==> src/rtl/bram_arb_pkg.sv <==
// Shared types for the BRAM port arbiter: FSM state encoding and requester count.
package bram_arb_pkg;

  localparam int NUM_REQ = 2;

  typedef enum logic [1:0] {
    ARB,
    LOCK0,
    LOCK1
  } arb_state_t;

endpackage

==> src/rtl/bram_port_arbiter.sv <==
// Two-requester arbiter for one registered-read BRAM port, with lock support for atomics.
// Define BRAM_ARB_RR_EN for round-robin arbitration; otherwise requester 0 has fixed priority.
module bram_port_arbiter
  import bram_arb_pkg::*;
#(
  parameter int WADDR = 10,
  parameter int WDATA = 32
) (
  input  logic             pi_clk,
  input  logic             pi_rst_n,
  input  logic             pi_req0,
  input  logic             pi_req1,
  input  logic             pi_we0,
  input  logic             pi_we1,
  input  logic             pi_lock0,
  input  logic             pi_lock1,
  input  logic [WADDR-1:0] pi_addr0,
  input  logic [WADDR-1:0] pi_addr1,
  input  logic [WDATA-1:0] pi_wdata0,
  input  logic [WDATA-1:0] pi_wdata1,
  output logic             po_gnt0,
  output logic             po_gnt1,
  output logic             po_rvalid0,
  output logic             po_rvalid1,
  output logic [WDATA-1:0] po_rdata0,
  output logic [WDATA-1:0] po_rdata1,
  output logic             po_en,
  output logic             po_we,
  output logic [WADDR-1:0] po_addr,
  output logic [WDATA-1:0] po_di,
  input  logic [WDATA-1:0] pi_do
);

  arb_state_t         state_q;
  logic [NUM_REQ-1:0] req;
  logic [NUM_REQ-1:0] gnt;
  logic [NUM_REQ-1:0] rvalid_q;
  logic               sel_lock;
`ifdef BRAM_ARB_RR_EN
  logic               ptr_q;
`endif

  assign req = {pi_req1, pi_req0};

  // Grant is forced low while reset is asserted so nothing reaches the BRAM.
  always_comb begin
    gnt = '0;
    if (pi_rst_n) begin
      case (state_q)
        LOCK0:   gnt[0] = req[0];
        LOCK1:   gnt[1] = req[1];
        default: begin
          if (req[0] && req[1]) begin
`ifdef BRAM_ARB_RR_EN
            gnt[ptr_q] = 1'b1;
`else
            gnt[0] = 1'b1;
`endif
          end else begin
            gnt = req;
          end
        end
      endcase
    end
  end

  assign po_gnt0 = gnt[0];
  assign po_gnt1 = gnt[1];

  always_comb begin
    po_en    = 1'b0;
    po_we    = 1'b0;
    po_addr  = '0;
    po_di    = '0;
    sel_lock = 1'b0;
    if (gnt[1]) begin
      po_en    = 1'b1;
      po_we    = pi_we1;
      po_addr  = pi_addr1;
      po_di    = pi_wdata1;
      sel_lock = pi_lock1;
    end else if (gnt[0]) begin
      po_en    = 1'b1;
      po_we    = pi_we0;
      po_addr  = pi_addr0;
      po_di    = pi_wdata0;
      sel_lock = pi_lock0;
    end
  end

  // Lock state, arbitration pointer and the one-cycle read response tag.
  always_ff @(posedge pi_clk or negedge pi_rst_n) begin
    if (!pi_rst_n) begin
      state_q  <= ARB;
      rvalid_q <= '0;
`ifdef BRAM_ARB_RR_EN
      ptr_q    <= 1'b0;
`endif
    end else begin
      rvalid_q <= gnt & {~pi_we1, ~pi_we0};
`ifdef BRAM_ARB_RR_EN
      if (po_en) ptr_q <= gnt[0];
`endif
      case (state_q)
        ARB: begin
          if (po_en && sel_lock) state_q <= gnt[1] ? LOCK1 : LOCK0;
        end
        LOCK0: begin
          if (!pi_lock0 && (gnt[0] || !pi_req0)) state_q <= ARB;
        end
        LOCK1: begin
          if (!pi_lock1 && (gnt[1] || !pi_req1)) state_q <= ARB;
        end
        default: state_q <= ARB;
      endcase
    end
  end

  assign po_rvalid0 = rvalid_q[0];
  assign po_rvalid1 = rvalid_q[1];
  assign po_rdata0  = pi_do;
  assign po_rdata1  = pi_do;

endmodule

==> config.mk <==
export PLATFORM = sky130hd
export DESIGN_NAME = bram_port_arbiter
export DESIGN_NICKNAME = d
export VERILOG_FILES = /design/src/rtl/bram_arb_pkg.sv /design/src/rtl/bram_port_arbiter.sv
export SDC_FILE = /design/constraint.sdc
export NUM_CORES = 1
export LEC_CHECK = 0
export ABC_AREA = 0
export CAP_MARGIN = 0
export CORE_AREA = 2 2 91 93
export CTS_BUF_LIST = sky130_fd_sc_hd__clkbuf_4 sky130_fd_sc_hd__clkbuf_8
export DETAILED_ROUTE_END_ITERATION = 12
export DIE_AREA = 0 0 93 95
export HOLD_SLACK_MARGIN = 0.03
export PLACE_DENSITY = 0.69
export SLEW_MARGIN = 0
export SYNTH_ARGS = -nofsm -noshare
export SYNTH_HDL_FRONTEND = slang
export SYNTH_SLANG_ARGS = --single-unit
==> constraint.sdc <==
create_clock -name pi_clk -period 2.91 [get_ports pi_clk]
set_clock_uncertainty 0.1 [all_clocks]
set_input_delay 0.873 -clock pi_clk [delete_from_list [all_inputs] [get_ports pi_clk]]
set_output_delay 0.873 -clock pi_clk [all_outputs]
set_load 0.02 [all_outputs]
======== Word level (Yosys, flattened, before mapping) ========
Index checks and enable logic that the tools add are counted.
word-level totals
  register bits ........................... 4
  input port bits ......................... 124
  output and inout bits ................... 112
  word-level logic and storage cells ...... 42
cells by class
  equal/unequal tests ..................... 5
  muxes and demuxes ....................... 20
  bitwise gates (word level) .............. 3
  reduce and logical (&&, ||, !) cells .... 12
operators with widths
  operator            count
  $mux 32             2
  $mux 10             2
  $mux 2              5
  $mux 1              8
  $ne 2x2->1 const B  3
  $pmux 2 s3          1
  $logic_and 1x1->1   4
  $logic_not 1->1     4
  $pmux 1 s2          2
  $reduce_and 3->1    1
  $and 2x2->2         1
  $eq 2x1->1 const B  1
  $eq 2x2->1 const B  1
  $logic_not 2->1     1
  $logic_or 1x1->1    2
  $not 1->1           2

======== Depth between registers and ports, before layout ========
Gate-level depths: netlist of run 1.
  depth after elaboration ................. 9
  depth in mapped cells ................... 9
  gate-level depth less buffers ........... 8

======== Worst setup path before layout of run 1 ========
No wires, ideal clock.
  path kind ............................... input -> output
  from .................................... in pi_req0
  to ...................................... out po_addr[0]
  arrival ................................. 1.717 ns
  data required time ...................... 1.937 ns
  setup slack ............................. 0.220 ns
  stages .................................. 6
  buffers on the path ..................... 1
  cells stage by stage .................... o21ai_1 nand3_2 clkinv_2 buf_4 nand2_1 nand2_1
on the way
  elaborated cells on any way between the ends .. 8
  classes of those cells .................. 7 x mux; 1 x reduce/logical
RTL lines
  element            RTL line                 text
  start, declared    bram_port_arbiter.sv:11  input logic pi_req0,
  $logic_and 1x1->1  bram_port_arbiter.sv:53  if (req[0] && req[1]) begin
  $mux 1             bram_port_arbiter.sv:53
  $pmux 1 s2         bram_port_arbiter.sv:49  case (state_q)
  $mux 2             bram_port_arbiter.sv:48  if (pi_rst_n) begin
  named net po_gnt1  bram_port_arbiter.sv:22  output logic po_gnt1,
  $mux 10            bram_port_arbiter.sv:76  if (gnt[1]) begin
  end, declared      bram_port_arbiter.sv:29  output logic [WADDR-1:0] po_addr,
The timed path passes the listed nets, and every way through them passes these cells.

======== Worst setup path in the final report of run 1 ========
  from .................................... in pi_rst_n
  to ...................................... out po_en
on the way
  cells in the longest elaborated chain, start to end .. 3
ends and longest elaborated chain
  element          RTL line                 text
  start, declared  bram_port_arbiter.sv:10  input logic pi_rst_n,
  $mux 2 *         bram_port_arbiter.sv:48
  $mux 1           bram_port_arbiter.sv:82  end else if (gnt[0]) begin
  $mux 1 *         bram_port_arbiter.sv:76
  end, declared    bram_port_arbiter.sv:27  output logic po_en,
Mark *: on every way between the ends. The rest lies on a longest branch, timed or not.

==> flow_metrics.env, run 1 <==
export IMPL_hp_class="input pin to async pin"
export IMPL_pin_count=236
export IMPL_ctsLongestPathBuffers=2
export IMPL_cts_max_level=1
export IMPL_critPathMaxFanout=7
export IMPL_status="complete, no violations"
export IMPL_drc=0
export IMPL_antenna_found_initial=0
export IMPL_cts_buffers=3
export IMPL_hold_ws_ps=507
export IMPL_fin_cells=439
export IMPL_dieArea_mm2=0.00884
export IMPL_fmax_ghz=0.350
export IMPL_die_x_um=93
export IMPL_ys_seq_elements=4
export IMPL_final_cell_area_mm2=0.00271
export IMPL_final_core_util_pct=34.2
export IMPL_clk_pin_slew_ps=30
export IMPL_wl_per_cell_um=13.3
export IMPL_clk_latency_ps=210
export IMPL_dp_hpwl_mm=4.21
export IMPL_syn_cell_area_mm2=0.00140
export IMPL_syn_inst=243
export IMPL_ant_nets=0
export IMPL_pwr_share_seq_pct=5.8
export IMPL_clock_sinks=4
export IMPL_place_ws_ps=-881
export IMPL_drv_slew=0
export IMPL_areaGrowthSynthToFinish_pct=93.5
export IMPL_combPwrFrac_pct=85.3
export IMPL_die_h_um=95
export IMPL_grt_ovfl_total=0
export IMPL_drtIter0Drc=37
export IMPL_r2r_slack_ps=1000
export IMPL_grt_max_degree=31
export IMPL_hold_viol_final=0
export IMPL_internal_power_mw=0.731
export IMPL_vias=1832
export IMPL_slew_headroom_pct=82.6
export IMPL_clkPwrFrac_pct=8.9
export IMPL_grt_setup_unrepaired="true"
export IMPL_cp_end_kind="output port"
export IMPL_required_ps=1940
export IMPL_criticalPathCategory="input pin to output port"
export IMPL_grt_pass1_vias=1710
export IMPL_num_antenna_cells=0
export IMPL_maxCapViolations=0
export IMPL_vdd_drop_max_uv=179
export IMPL_cts_root_buf="clkbuf_8"
export IMPL_grtUsageTotal_pct=11.3
export IMPL_cts_tree="built"
export IMPL_initial_core_util_pct=17.7
export IMPL_port_buffers=139
export IMPL_ys_seq_area_share_pct=7.14
export IMPL_avgSynthCellArea_um2=5.77
export IMPL_grt_first_pass_wirelength_mm=8.12
export IMPL_synth_fp_nets=370
export IMPL_num_rows=33
export IMPL_core_area_mm2=0.00793
export IMPL_routed_wl_mm=5.85
export IMPL_finalCritPeriodShare_pct=98.1
export IMPL_dr_pass1_iters=4
export IMPL_yosys_warnings=0
export IMPL_worstPathArrival_ps=1880
export IMPL_swShare_pct=44.6
export IMPL_setup_violations=0
export IMPL_place_inst=427
export IMPL_tightest_slew_ps=260
export IMPL_viasPerCell=4.17
export IMPL_worst_setup_path_start_kind="input pin"
export IMPL_place_gp_congestion=0.637
export IMPL_cellPowerDensity_mw_per_mm2=486
export IMPL_dpl_instance_area_mm2=0.00254
export IMPL_layout_nets=463
export IMPL_fillers=845
export IMPL_power_leakage_nw=1.32
export IMPL_fin_ws_ps=54.4
export IMPL_drive_above_1_share_pct=27.5
export IMPL_synth_distinct_cells=22
export IMPL_netSwitchingPower_mw=0.588
export IMPL_layout_min_cycle_time_ps=2860
## cell usage after synthesis (all sizes together)
| cell type | count | area, um^2 |
|---|---|---|
| ha | 3 | 37.5 |
| dfrtp | 4 | 100 |
| nand4bb | 1 | 11.3 |
| o21ai | 3 | 15.0 |
| a22oi | 1 | 7.51 |
| a31oi | 1 | 6.26 |
| nor2 | 1 | 3.75 |
| buf | 77 | 558 |
| nor2b | 1 | 6.26 |
| nand2 | 93 | 349 |
| or2 | 1 | 6.26 |
| a21boi | 1 | 7.51 |
| nand3 | 45 | 230 |
| nand2b | 2 | 12.5 |
| inv | 3 | 11.3 |
| a21oi | 4 | 23.8 |
| clkinv | 1 | 5.00 |
| nor3 | 1 | 10.0 |
## timing repair
action	4_1_cts	5_1_grt
buffers inserted	5	1
hold buffers	0	0
setup endpoints to repair	46	45
gates cloned	2	3
resized for setup	197	56
pin swaps	3	13
## worst paths after layout
| check | end | depth (start not counted) | start |
|---|---|---|---|
| max in group asynchronous | state_q[1] | 2 | pi_rst_n |
| worst max-delay path | po_en | 7 | pi_rst_n |
| worst max register to register | state_q[1] | 9 | state_q[1] |
| worst min-delay path | state_q[0] | 2 | pi_rst_n |
| worst min register to register | state_q[0] | 3 | state_q[0] |
| min in group pi_clk | state_q[0] | 3 | state_q[0] |
## per-layer routing
layer	vias up	GRT usage (%)	wire length (um)	part of all wire (%)
met1	817	12.3	2150	37
met5	-	0	0	0
met3	5	2.95	569	9.7
met2	112	22.0	3120	53
met4	0	2.21	14	0.24
li1	898	-	-	-
## sequential cells by signal, indices dropped and copies added, names as in the netlist
register  flops
state_q       2
rvalid_q      2
## critical path, stage by stage
cell and delay, ps:
buf_4 140, nand2_2 90, a21oi_4 50, buf_12 140, clkbuf_16 150, or2_2 270, buf_4 160
## through the flow
| step | TNS [ps] | power [mW] |
|---|---|---|
| global route | -7.48 | 1.42 |
| global placement | -37120 | 1.07 |
| finish | 0 | 1.32 |
| detailed placement | -38390 | 1.09 |
| CTS | 0 | 1.18 |
| floorplan | 0 | 0.690 |
## cells in the final DEF (no fill, tap or decap)
cell / instances
nand3_1: 41
inv_2: 2
nand2_1: 90
a21oi_1: 3
clkdlybuf4s50_1: 90
a22oi_1: 1
inv_1: 1
dfrtp_1: 4
buf_16: 2
o21ai_1: 1
buf_12: 4
a21boi_0: 1
clkinv_4: 1
or2_2: 1
buf_6: 15
nor2b_1: 1
clkbuf_16: 3
dlygate4sd2_1: 2
nand3_2: 3
a31oi_1: 1
nor2_1: 1
ha_1: 1
o21ai_4: 1
nand2_2: 3
buf_4: 34
a21oi_4: 1
nand3_4: 1
buf_2: 14
nand2b_1: 2
clkbuf_8: 3
ha_2: 1
clkbuf_2: 1
nand4bb_1: 1
ha_4: 1
nor3_2: 1
o21ai_0: 1
## cell families (layout without fill, tap and decap cells)
logic type               Yosys count  in the layout  synth area share, %
AO/OA/AOI/OAI                     10             10                 4.29
flip-flops                         4              4                 7.14
buffers and inverters             81            172                 41.0
adder cells (fa/ha/maj)            3              3                 2.68
AND/OR/NAND/NOR                  145            145                 44.9
## layout make-up
type | instances | area (um^2) | share of cell area, %
multi-input combinational | 158 | 791 | 29.2
clock buffer | 3 | 41.3 | 1.52
tap | 105 | 131 | 4.85
sequential | 4 | 100 | 3.69
timing repair buffer | 165 | 1630 | 60.0
inverter | 4 | 20.0 | 0.738
## power by group through the flow
| stage | clock, mW | sequential, mW | combinational [mW] |
|---|---|---|---|
| floorplan | 0 | 0.0795 | 0.611 |
| global placement | 0 | 0.0754 | 0.999 |
| detailed placement | 0 | 0.0759 | 1.01 |
| CTS | 0.120 | 0.0752 | 0.984 |
| global route | 0.132 | 0.0781 | 1.21 |
| finish | 0.117 | 0.0766 | 1.12 |
No activity file was read; power rests on OpenSTA's default activity.
==> inputs of run 2 (changes only) <==
- RECOVER_POWER: unset -> 100
==> run 2 against run 1 <==
Against the previous run:
- maximum frequency barely moved
- final cell count unchanged
- first-iteration DRC count stayed put
- global-route usage did not move
- worst setup slack about the same
- sequential power is essentially flat
- utilization is essentially flat
- flip-flop and latch count unchanged
- critical path depth is the same
- count of clock-buffer cells in the layout stayed put
==> flow_metrics.env, run 2 (synthesized netlist as in run 1, its figures left out) <==
export IMPL_status="complete, no violations"
export IMPL_cp_end_kind="output port"
export IMPL_final_core_util_pct=34.2
export IMPL_place_ws_ps=-881
export IMPL_clock_sinks=4
export IMPL_power_leakage_nw=1.31
export IMPL_critPathMaxFanout=7
export IMPL_vdd_drop_max_uv=179
export IMPL_dieArea_mm2=0.00884
export IMPL_maxCapViolations=0
export IMPL_clk_pin_slew_ps=30
export IMPL_cts_max_level=1
export IMPL_cts_tree="built"
export IMPL_worstPathArrival_ps=1880
export IMPL_vias=1832
export IMPL_grt_ovfl_total=0
export IMPL_cp_cell_sequence="buf_4, nand2_2, a21oi_4, buf_12, clkbuf_16, or2_2, buf_4"
export IMPL_num_antenna_cells=0
export IMPL_worst_path_buf_inv=4
export IMPL_drc=0
export IMPL_place_gp_congestion=0.637
export IMPL_clkPwrFrac_pct=8.9
export IMPL_grtUsageTotal_pct=11.3
export IMPL_cellPowerDensity_mw_per_mm2=487
export IMPL_top_regs="rvalid_q: 2 flops, state_q: 2 flops"
export IMPL_areaGrowthSynthToFinish_pct=93.2
export IMPL_clk_latency_ps=210
export IMPL_slew_headroom_pct=82.6
export IMPL_grt_first_pass_wirelength_mm=8.12
export IMPL_num_rows=33
export IMPL_required_ps=1940
export IMPL_drv_slew=0
export IMPL_final_cell_area_mm2=0.00271
export IMPL_setup_violations=0
export IMPL_criticalPathCategory="input pin to output port"
export IMPL_port_buffers=139
export IMPL_pwr_share_seq_pct=5.8
export IMPL_initial_core_util_pct=17.7
export IMPL_dp_hpwl_mm=4.21
export IMPL_internal_power_mw=0.730
export IMPL_die_h_um=95
export IMPL_viasPerCell=4.17
export IMPL_pin_count=236
export IMPL_slowest_delay_ps=270
export IMPL_hp_class="input pin to async pin"
export IMPL_hold_viol_final=0
export IMPL_crit_slowest_cell="or2_2"
export IMPL_cts_buffers=3
export IMPL_fmax_ghz=0.350
export IMPL_netSwitchingPower_mw=0.588
export IMPL_grt_setup_unrepaired="true"
export IMPL_wl_per_cell_um=13.3
export IMPL_dr_pass1_iters=4
export IMPL_layout_nets=463
export IMPL_dpl_instance_area_mm2=0.00254
export IMPL_finalCritPeriodShare_pct=98.1
export IMPL_routed_wl_mm=5.86
export IMPL_final_cell_mix="nand2_1 (90), clkdlybuf4s50_1 (90), nand3_1 (41)"
export IMPL_holdBufCountCts=0
export IMPL_grt_pass1_vias=1710
export IMPL_ctsLongestPathBuffers=2
export IMPL_ant_nets=0
export IMPL_fin_ws_ps=54.1
export IMPL_cts_root_buf="clkbuf_8"
export IMPL_cp_common_cell="buf_4"
export IMPL_tightest_slew_ps=260
export IMPL_core_area_mm2=0.00793
export IMPL_worst_setup_path_start_kind="input pin"
export IMPL_antenna_found_initial=0
export IMPL_combPwrFrac_pct=85.3
export IMPL_drive_above_1_share_pct=27.2
export IMPL_die_x_um=93
export IMPL_swShare_pct=44.6
export IMPL_drtIter0Drc=37
export IMPL_layout_min_cycle_time_ps=2860
export IMPL_finalSetupTns_ps=0
export IMPL_cp_top_family="buffers and inverters"
export IMPL_grt_max_degree=31
==> run 2: power groups by stage <==
| stage | clock [mW] | combinational, mW | sequential [mW] |
|---|---|---|---|
| 2_1_floorplan | 0 | 0.611 | 0.0795 |
| 5_1_grt | 0.132 | 1.21 | 0.0781 |
| 3_5_place_dp | 0 | 1.01 | 0.0759 |
| 3_3_place_gp | 0 | 0.999 | 0.0754 |
| 6_report | 0.117 | 1.12 | 0.0766 |
| 4_1_cts | 0.120 | 0.984 | 0.0752 |
==> run 2: what timing repair did <==
action	CTS	global route
resized for setup	197	56
endpoints found under the setup margin	46	45
pin swaps	3	13
buffers inserted	5	1
gates cloned	2	3
==> run 2: worst register-to-register path, delay by kind of cell, from the launching register on <==
family,cells,cell delay (ps)
compound gates,4,560
fa+ha+maj,1,170
buf+inv,3,320
flops,1,360
simple gates,1,290
==> run 2: worst paths after layout <==
path | end | slack (ps) | start | cells past startpoint
worst min register to register | state_q[0] | 590 | state_q[0] | 3
max in group asynchronous | state_q[1] | 1980 | pi_rst_n | 2
worst max register to register | state_q[1] | 1000 | state_q[1] | 9
min in group pi_clk | state_q[0] | 590 | state_q[0] | 3
worst min-delay path | state_q[0] | 540 | pi_rst_n | 2
worst max-delay path | po_en | 50 | pi_rst_n | 7
==> run 2: final cells by class <==
| class | instances | area [um^2] |
|---|---|---|
| Clock buffer | 3 | 41.3 |
| Sequential cell | 4 | 100 |
| Tap cell | 105 | 131 |
| Multi-Input combinational cell | 158 | 791 |
| Timing Repair Buffer | 165 | 1620 |
| Inverter | 4 | 20.0 |
| Fill cell | 845 | 5220 |
==> run 2: stage by stage <==
stage / total power, mW / cells / hold slack (ps)
after floorplan: 0.690 / 243 / 419
after global placement: 1.07 / 427 / 538
after detailed placement: 1.09 / 427 / 563
after CTS: 1.18 / 437 / 538
after global routing: 1.42 / 439 / 552
final: 1.32 / 439 / 540
==> run 2: per-layer routing <==
layer  part of all wire [%]  up-vias  global-route usage (%)  wire length, um
li1                       -      898                       -                -
met4                   0.24        0                    2.21               14
met3                    9.7        5                    2.95              569
met1                     37      817                    12.3             2150
met2                     53      112                    22.0             3120
met5                      0        -                       0                0
==> inputs of run 3 (changes only) <==
- CORE_AREA: 2 2 91 93 -> 3 3 89 91
- DIE_AREA: 0 0 93 95 -> 0 0 92 94
- PLACE_DENSITY: 0.69 -> 0.73
- clock period: 2.91 -> 2.7 ns (I/O delays scaled with it)
==> run 3 against run 2 <==
Against the previous run:
- the run now ends with negative setup slack left
- first-iteration DRC count decreased by 5.4%
- cell area grew 22%
- via count is 4.0% higher
- combinational power grew 38%
- critical path type unchanged
- highest routed layer unchanged
==> flow_metrics.env, run 3 (synthesized netlist as in run 1, its figures left out) <==
export IMPL_top_regs="rvalid_q: 2 flops, state_q: 2 flops"
export IMPL_dp_hpwl_mm=4.43
export IMPL_highest_layer="met4"
export IMPL_slowest_delay_ps=160
export IMPL_vdd_drop_max_uv=345
export IMPL_layout_nets=472
export IMPL_place_gp_congestion=0.722
export IMPL_critPathMaxFanout=7
export IMPL_final_core_util_pct=45.6
export IMPL_cts_max_level=1
export IMPL_dieArea_mm2=0.00865
export IMPL_initial_core_util_pct=19.4
export IMPL_combPwrFrac_pct=88.4
export IMPL_drc=0
export IMPL_hp_class="input pin to async pin"
export IMPL_r2r_start="state_q[0]"
export IMPL_ctsLongestPathBuffers=2
export IMPL_finalCritPeriodShare_pct=102
export IMPL_grt_first_pass_wirelength_mm=9.28
export IMPL_ant_nets=0
export IMPL_r2r_cells=13
export IMPL_antenna_found_initial=0
export IMPL_tightest_slew_ps=376
export IMPL_cts_buffers=3
export IMPL_viasPerCell=4.31
export IMPL_critPathLaunch="pi_req0"
export IMPL_fin_ws_ps=-67.3
export IMPL_worst_setup_path_start_kind="input pin"
export IMPL_final_cell_mix="clkdlybuf4s50_1 (87), nand2_1 (62), buf_6 (53)"
export IMPL_final_common_cell="clkdlybuf4s50_1"
export IMPL_slew_headroom_pct=74.8
export IMPL_grt_max_degree=27
export IMPL_setup_violations=23
export IMPL_wl_met1_mm=2.48
export IMPL_drtIter0Drc=35
export IMPL_cp_cell_sequence="buf_4, o21ai_2, nand3_4, buf_6, clkbuf_16, nand3_1, nand2_1, buf_6"
export IMPL_grt_setup_unrepaired="true"
export IMPL_clk_latency_ps=210
export IMPL_violations="negative setup slack"
export IMPL_clock_sinks=4
export IMPL_hold_viol_final=0
export IMPL_clkPwrFrac_pct=6.9
export IMPL_maxCapViolations=0
export IMPL_routed_wl_mm=7.08
export IMPL_status="finished with violations"
export IMPL_swShare_pct=43.9
export IMPL_power_leakage_nw=1.44
export IMPL_layout_min_cycle_time_ps=2770
export IMPL_wl_met3_um=734
export IMPL_num_antenna_cells=0
export IMPL_cellPowerDensity_mw_per_mm2=530
export IMPL_fillers=707
export IMPL_grtUsageTotal_pct=13.3
export IMPL_criticalPathCategory="input pin to output port"
export IMPL_clk_pin_slew_ps=30
export IMPL_dr_wl_met2_mm=3.77
export IMPL_cp_end_kind="output port"
export IMPL_drv_slew=0
export IMPL_drive_above_1_share_pct=46.6
export IMPL_cts_root_buf="clkbuf_8"
export IMPL_internal_power_mw=0.979
export IMPL_pwr_share_seq_pct=4.7
export IMPL_vias=1906
export IMPL_worstPathArrival_ps=1860
export IMPL_grt_ovfl_total=0
export IMPL_die_h_um=94
export IMPL_port_buffers=139
export IMPL_pin_count=236
export IMPL_grt_pass1_vias=1857
export IMPL_netSwitchingPower_mw=0.766
export IMPL_finalSetupTns_ps=-724
export IMPL_wl_per_cell_um=16.0
export IMPL_core_area_mm2=0.00721
export IMPL_die_x_um=92
export IMPL_cts_tree="built"
export IMPL_fmax_ghz=0.361
export IMPL_crit_slowest_cell="o21ai_2"
export IMPL_required_ps=1790
export IMPL_cp_common_cell="buf_6"
export IMPL_num_rows=31
export IMPL_areaGrowthSynthToFinish_pct=135
export IMPL_dr_pass1_iters=4
[run 3: cell count changes in the layout (fill, tap and decap cells not counted), moves of 14 or more]
cell,change
buf_2,-14
nand3_1,-30
nand3_2,+21
nand2_1,-28
nand2_2,+27
buf_6,+38
buf_4,-17
[run 3: cell type report]
class	instances	area, um^2	share of cell area, %
Multi-Input combinational cell	158	1100	33.3
Tap cell	99	124	3.76
Sequential cell	4	100	3.04
Clock buffer	3	41.3	1.25
Inverter	4	20.0	0.608
Timing Repair Buffer	174	1910	58.1
[run 3: metal layers]
metal	track usage, %	vias up
met1	13.7	869
met3	4.33	8
met5	0	-
li1	-	915
met4	1.61	0
met2	26.6	114
[run 3: per-stage QoR]
stage	setup WS (ps)	instances	hold WS [ps]	cell area (um^2)	power, mW
final	-67.3	442	491	3290	1.75
after floorplan	136	243	414	1400	0.744
after CTS	-24.0	440	434	2880	1.57
after global routing	-117	442	516	3290	1.84
after global placement	-865	422	511	2550	1.16
after detailed placement	-892	422	509	2550	1.17
[run 3: final timing paths]
| check | to | slack (ps) |
|---|---|---|
| worst max-delay path | po_addr[9] | -70 |
| worst min-delay path | rvalid_q[0] | 490 |
| worst max register to register | state_q[1] | 530 |
| worst min register to register | state_q[0] | 560 |
| max in group asynchronous | state_q[1] | 1810 |
| min in group pi_clk | state_q[0] | 560 |
[run 3: what timing repair did]
action,4_1_cts,5_1_grt
resized for setup,292,99
pin swaps,33,56
buffers inserted,10,1
setup endpoints to repair,46,45
cloned,5,4
hold buffers,0,0
[run 3: power by group through the flow]
stage               sequential [mW]  clock (mW)  combinational [mW]
detailed placement           0.0811           0                1.09
floorplan                    0.0856           0               0.658
CTS                          0.0823       0.124                1.37
global route                 0.0827       0.128                1.63
global placement             0.0809           0                1.08
finish                       0.0821       0.120                1.54
[run 3: critical path: cells and delay by family]
| family | cells | cell delay, ps |
|---|---|---|
| buffers and inverters | 4 | 590 |
| AND/OR/NAND/NOR | 3 | 280 |
| AO/OA/AOI/OAI | 1 | 160 |
